==> config.mk <==
export PLATFORM = sky130hd
export DESIGN_NAME = fetch_queue
export DESIGN_NICKNAME = d
export VERILOG_FILES = /design/src/rtl/fetch_queue.sv
export SDC_FILE = /design/constraint.sdc
export NUM_CORES = 1
export LEC_CHECK = 0
export ABC_CLOCK_PERIOD_IN_PS = 3100
export BUFFER_PORTS_ARGS = -buffer_cell sky130_fd_sc_hd__buf_2
export CAP_MARGIN = 0
export CORE_MARGIN = 4
export CORE_UTILIZATION = 55
export CTS_BUF_LIST = sky130_fd_sc_hd__clkbuf_2 sky130_fd_sc_hd__clkbuf_4 sky130_fd_sc_hd__clkbuf_8
export DETAILED_ROUTE_END_ITERATION = 6
export PLACE_DENSITY = 0.78
export SYNTH_ARGS = -nofsm -noshare
export SYNTH_HDL_FRONTEND = slang
export SYNTH_SLANG_ARGS = --single-unit
==> constraint.sdc <==
create_clock -name clk -period 3.1 [get_ports clk]
set_input_delay 0.62 -clock clk [delete_from_list [all_inputs] [get_ports clk]]
set_output_delay 0.62 -clock clk [all_outputs]
set_load 0.1 [all_outputs]
==> src/rtl/fetch_queue.sv <==
// fetch_queue: in-order instruction fetch front-end with a DEPTH-entry response FIFO and redirect flush.
// Optional feature macro FETCH_ALIGN_CHECK_EN adds the sticky fetch_misalign output.
module fetch_queue #(
  parameter int unsigned     XLEN     = 32,
  parameter int unsigned     DEPTH    = 4,
  parameter logic [XLEN-1:0] RESET_PC = '0
) (
  input  logic            clk,
  input  logic            reset,
  output logic            req_valid,
  input  logic            req_ready,
  output logic [XLEN-1:0] req_addr,
  input  logic            rsp_valid,
  input  logic [XLEN-1:0] rsp_data,
  output logic            instr_valid,
  input  logic            instr_ready,
  output logic [XLEN-1:0] instr,
  output logic [XLEN-1:0] instr_pc,
  input  logic            redirect,
  input  logic [XLEN-1:0] redirect_pc
`ifdef FETCH_ALIGN_CHECK_EN
  ,
  output logic            fetch_misalign
`endif
);

  localparam int unsigned      PTR_W   = $clog2(DEPTH);
  localparam int unsigned      CNT_W   = PTR_W + 1;
  localparam logic [CNT_W-1:0] CNT_ONE = CNT_W'(1);
  localparam logic [CNT_W-1:0] CNT_MAX = CNT_W'(DEPTH);
  localparam logic [CNT_W:0]   CREDITS = (CNT_W+1)'(DEPTH);
  localparam logic [PTR_W-1:0] PTR_ONE = PTR_W'(1);
  localparam logic [XLEN-1:0]  PC_STEP = XLEN'(4);

  localparam logic [1:0] S_IDLE  = 2'd0;
  localparam logic [1:0] S_FETCH = 2'd1;
  localparam logic [1:0] S_DRAIN = 2'd2;

  logic [1:0]       r_state;
  logic [1:0]       w_state_nxt;
  logic [XLEN-1:0]  r_fetch_pc;
  logic [XLEN-1:0]  r_rsp_pc;
  logic [XLEN-1:0]  r_pend_addr;
  logic             r_pend;
  logic             r_pend_stale;
  logic [CNT_W-1:0] r_occ;
  logic [CNT_W-1:0] r_out;
  logic [CNT_W-1:0] r_drop;
  logic [CNT_W-1:0] w_drop_nxt;
  logic [PTR_W-1:0] r_wr_ptr;
  logic [PTR_W-1:0] r_rd_ptr;
  logic [XLEN-1:0]  r_fifo_data [DEPTH];
  logic [XLEN-1:0]  r_fifo_pc   [DEPTH];

  logic             w_fetch_block;
  logic [XLEN-1:0]  w_redirect_pc;
  logic [CNT_W:0]   w_credit_used;
  logic             w_raise;
  logic             w_accept;
  logic             w_hold;
  logic             w_push;
  logic             w_pop;

  assign w_redirect_pc = {redirect_pc[XLEN-1:2], 2'b00};

`ifdef FETCH_ALIGN_CHECK_EN
  logic r_misalign;

  always_ff @(posedge clk or negedge reset) begin
    if (!reset) begin
      r_misalign <= 1'b0;
    end else if (redirect) begin
      r_misalign <= (redirect_pc[1:0] != 2'b00);
    end
  end

  assign fetch_misalign = r_misalign;
  assign w_fetch_block  = r_misalign;
`else
  logic w_unused_pc_lsbs;
  assign w_unused_pc_lsbs = ^redirect_pc[1:0];
  assign w_fetch_block    = 1'b0;
`endif

  // Every buffered entry or in-flight response holds one credit, so a push can never find the FIFO full.
  assign w_credit_used = {1'b0, r_occ} + {1'b0, r_out};
  assign w_raise       = (r_state == S_FETCH) && !w_fetch_block && (w_credit_used < CREDITS);

  // A request that was raised but not taken keeps its original address, even across a redirect.
  assign req_valid = r_pend | w_raise;
  assign req_addr  = r_pend ? r_pend_addr : r_fetch_pc;
  assign w_accept  = req_valid & req_ready;
  assign w_hold    = req_valid & ~req_ready;

  assign w_push      = rsp_valid & ~redirect & (r_drop == '0);
  assign instr_valid = (r_occ != '0);
  assign w_pop       = instr_valid & instr_ready & ~redirect;
  assign instr       = r_fifo_data[r_rd_ptr];
  assign instr_pc    = r_fifo_pc[r_rd_ptr];

  // NOTE: every always_comb output gets a default first so no path can infer a latch.
  always_comb begin
    w_drop_nxt = r_drop;
    if (redirect) begin
      w_drop_nxt = r_out + CNT_W'(req_valid) - CNT_W'(rsp_valid);
    end else if (rsp_valid && (r_drop != '0)) begin
      w_drop_nxt = r_drop - CNT_ONE;
    end
  end

  always_comb begin
    w_state_nxt = r_state;
    case (r_state)
      S_IDLE:           w_state_nxt = S_FETCH;
      S_FETCH, S_DRAIN: w_state_nxt = (w_drop_nxt != '0) ? S_DRAIN : S_FETCH;
      default:          w_state_nxt = S_IDLE;
    endcase
  end

  // NOTE: sequential state uses non-blocking assignments so every register samples pre-edge values.
  always_ff @(posedge clk or negedge reset) begin
    if (!reset) begin
      r_state      <= S_IDLE;
      r_fetch_pc   <= RESET_PC;
      r_rsp_pc     <= RESET_PC;
      r_pend_addr  <= RESET_PC;
      r_pend       <= 1'b0;
      r_pend_stale <= 1'b0;
      r_out        <= '0;
      r_drop       <= '0;
    end else begin
      r_state      <= w_state_nxt;
      r_drop       <= w_drop_nxt;
      r_out        <= r_out + CNT_W'(w_accept) - CNT_W'(rsp_valid);
      r_pend       <= w_hold;
      r_pend_stale <= w_hold & (redirect | r_pend_stale);
      if (w_hold) begin
        r_pend_addr <= req_addr;
      end
      if (redirect) begin
        r_fetch_pc <= w_redirect_pc;
        r_rsp_pc   <= w_redirect_pc;
      end else begin
        // A stale request belongs to the abandoned stream and must not advance the new one.
        if (w_accept && !r_pend_stale) begin
          r_fetch_pc <= r_fetch_pc + PC_STEP;
        end
        if (w_push) begin
          r_rsp_pc <= r_rsp_pc + PC_STEP;
        end
      end
    end
  end

  always_ff @(posedge clk or negedge reset) begin
    if (!reset) begin
      r_occ    <= '0;
      r_wr_ptr <= '0;
      r_rd_ptr <= '0;
    end else if (redirect) begin
      r_occ    <= '0;
      r_wr_ptr <= '0;
      r_rd_ptr <= '0;
    end else begin
      r_occ <= r_occ + CNT_W'(w_push) - CNT_W'(w_pop);
      if (w_push) begin
        r_wr_ptr <= r_wr_ptr + PTR_ONE;
      end
      if (w_pop) begin
        r_rd_ptr <= r_rd_ptr + PTR_ONE;
      end
    end
  end

  // NOTE: FIFO storage is deliberately not reset; r_occ alone decides which entries are valid.
  always_ff @(posedge clk) begin
    if (w_push) begin
      r_fifo_data[r_wr_ptr] <= rsp_data;
      r_fifo_pc[r_wr_ptr]   <= r_rsp_pc;
    end
  end

`ifndef SYNTHESIS
  always_ff @(posedge clk) begin
    if (reset) begin
      assert (!(w_push && !w_pop && (r_occ == CNT_MAX)));
      assert (!(rsp_valid && (r_out == '0)));
    end
  end
`endif

endmodule
==> metrics.md <==
| Metric | Value |
|---|---|
| Skew-Pair Late Insertion Delay | 0.60 ns |
| CTS tree | yes |
| Min cycle time layout | 2.89 ns |
| Max-cap check violation count | 0 |
| Post-Synthesis Cell Area | 15,400 um^2 |
| Worst hold slack | 0.00672 ns |
| Max-slew violations | 0 |
| Final number of setup-violating endpoints | 0 |
| P_sw | between 6000 and 7000 uW |
| Worst Slack Setup Final | 0.212 ns |
| Primary FF master, synth | edfxtp_1 |
| Share of the synthesized area in the top cell type | 48.4% |
| CTS Buf Count | 57 |
| ANT nets after route | 0 |
| Synth top area cells | edfxtp_1, dfrtp_1, mux4_2 |
| Post-synthesis register bit count | 357 |
| Clock Path Buffers | 3 |
| CP max FO | 19 |
| Critical path required time | 2.48 ns |
| Worst slew margin | just under 60% |
| Number of port buffers | 163 |
| Post-DP HPWL | 21.5 mm |
| Grt ovf | 0 |
| IO Pins | 168 |
| Status | finished, final reports clean |
| Via density | around 5.9 |
| Post-synth top area cell | edfxtp_1 |
| Post-synth EDFFs | 248 |
| Final instance area | 18,100 um^2 |
| Pre-CTS WS | 0.447 ns |
| Starting Density | 56.4% |
| Average size of a mapped cell | 15.6 um^2 |
| Tcrit/Tclk final | about 93% |
| Nets | 1,275 |
| Starting DRT DRC Count | 786 |
| Skew final | 0.0305 ns |
| Fraction of layout cells with a size suffix above 1 | 35.6% |
| Clock power frac | 26.5% |
| 1st-pass router iterations | 5 |
| Core Util, Final | roughly 66% |
| Placer Congestion | 0.850 |
| Setup crit end kind | output port |
| Distinct cells, synth | 60 |
| Part of the Yosys area used for sequential elements | between 60% and 70% |
| Startpoint Class | flip-flop |
| Static Leakage | 0.00665 uW |
| Die Wd | 175 um |
| H-Tree Depth | 2 |
| Peak Freq | between 300 and 400 MHz |
| Final hold vios | 0 |
| Net Sw Frac | 39.8% |
| Worst Tran Pin Value | 0.623 ns |
| CTS Sinks | 357 |
| Global-route wire length before repair | 52.0 mm |
| Total die area | 30,700 um^2 |
| Logic gate share of total power | roughly 36% |
| CP Class | flip-flop to output port |
| Antenna violations before repair | 1 |
| Total track usage | 21.2% |
| Wirelength per Cell | 20.1 um |
| Peak VDD IR | 0.000619 V |
| Hold Crit Class | primary input to async pin |
| Total power draw | 15,800 uW |
| Largest net degree at the start of global routing | 63 |
| Chip height | 175 um |
| Total number of vias | 9,433 |
| Clock transition at the registers of the reported paths | about 0.07 ns |
| DR DRC count | 0 |
| CP arrival | 2.27 ns |
| Syn Inst Count | 985 |
| PwrDens | approximately 870 nW/um^2 |
| Drt total wl | about 32 mm |
| Register share of total power | approximately 38% |
| Number of core rows | 60 |
| Vias in the first global route | 9,588 |
| Post-synth ARST share | 30.5% |
| Core area | between 20,000 and 30,000 um^2 |
| Clock Root Buffer | clkbuf_8 |
| Cell Int Power | 9500 uW |
| RSZ-0062 raised after global routing | no |
| Area delta synth->final | 17.5% |
| Ys Warns | 0 |
| Placed cell area | 16,800 um^2 |
metrics by stage:
step / TNS [ns] / instances
final: 0 / 1602
after global routing: 0 / 1601
after CTS: 0 / 1601
after detailed placement: 0 / 1495
after floorplan: -2.77 / 986
after global placement: 0 / 1495
Yosys cell counts (13+ instances only):
cell / instances
edfxtp_1: 248
dfrtp_1: 109
mux2_2: 62
mux4_2: 62
nor2_1: 51
nand2_1: 45
clkbuf_1: 31
inv_1: 30
nand3_1: 21
or4_1: 21
ha_1: 19
nor4_1: 19
o31ai_1: 19
a211oi_1: 18
nand4_1: 18
o21ai_0: 18
a21oi_1: 16
xnor2_1: 16
a31oi_1: 15
and3_1: 13
cell families after synthesis:
kind of cell / count (synthesis) / share of synthesized area [%]
adders and majority gates: 22 / 1.94
AOI/OAI and AO/OA: 120 / 5.38
DFF: 357 / 66.2
xor gates and xnor gates: 22 / 1.34
buffers and inverters: 87 / 2.37
and+or+nand+nor: 248 / 8.86
muxes: 128 / 13.9
other: 1 / 0.0244
layout by cell type (no fill, tap or decap), types with 19 or more instances in the layout:
cell | synthesis | layout
nor2_1 | 51 | 51
ha_1 | 19 | 19
edfxtp_1 | 248 | 248
or4_1 | 21 | 21
nand3_1 | 21 | 21
dfrtp_1 | 109 | 107
nor4_1 | 19 | 19
mux4_2 | 62 | 62
nand2_1 | 45 | 45
buf_2 | 9 | 161
mux2_2 | 62 | 62
clkbuf_4 | 0 | 29
inv_1 | 30 | 30
clkbuf_8 | 0 | 69
o31ai_1 | 19 | 19
worst paths after layout:
path,startpoint,endpoint,slack (ns),depth (start not counted)
max,r_rd_ptr[0]$_DFFE_PN0P_,instr[23],0.21,3
max in group asynchronous,reset,r_fetch_pc[28]$_DFFE_PN0N_,2.23,3
min reg2reg,r_pend_addr[12]$_DFFE_PN0P_,r_pend_addr[12]$_DFFE_PN0P_,0.50,1
max reg2reg,r_occ[2]$_DFF_PN0_,r_fetch_pc[28]$_DFFE_PN0N_,0.43,7
min,reset,r_fetch_pc[3]$_DFFE_PN0N_,0.007,1
min in group clk,rsp_data[24],r_fifo_data[1][24]$_DFFE_PP_,0.23,1
sequential cells by signal (all words and copies together) (netlist names), 3 cells and up:
register,cells
r_fetch_pc,30
r_drop,3
r_occ,3
r_out,3
r_fifo_pc,120
r_rsp_pc,30
r_fifo_data,128
r_pend_addr,32
metal layers:
layer	up-vias	GRT usage (%)	part of all wire (%)
met2	378	33.3	47
li1	4278	-	-
met5	-	0	0.022
met3	58	4.63	7.7
met1	4717	30.3	43
met4	2	5.99	2.2
layout make-up:
cell class,count,area [um^2]
Sequential cell,357,10200
Fill cell,1878,9190
Multi-Input combinational cell,542,4840
Timing Repair Buffer,194,1220
Clock buffer,97,1160
Tap cell,372,465
Inverter,31,116
Clock inverter,8,73.8
Antenna cell,1,2.50
critical path, cell delays in order, from the launching register on:
cell,delay [ns]
dfrtp_4,0.58
buf_12,0.24
mux4_2,0.53
buf_2,0.31
power groups by stage:
stage	Sequential [uW]	Combinational (uW)	Clock (uW)
after floorplan	5890	4780	0
after global placement	6040	5540	0
after detailed placement	6070	5610	0
after CTS	5950	5680	4270
after global routing	6010	5940	4540
final	5950	5630	4180
what timing repair did:
action | 4_1_cts | 5_1_grt
gates resized for setup | 0 | 1
hold buffers | 0 | 0
setup endpoints to repair | 2 | 1
setup buffers | 1 | 0
(Power assumes the default switching activity.)
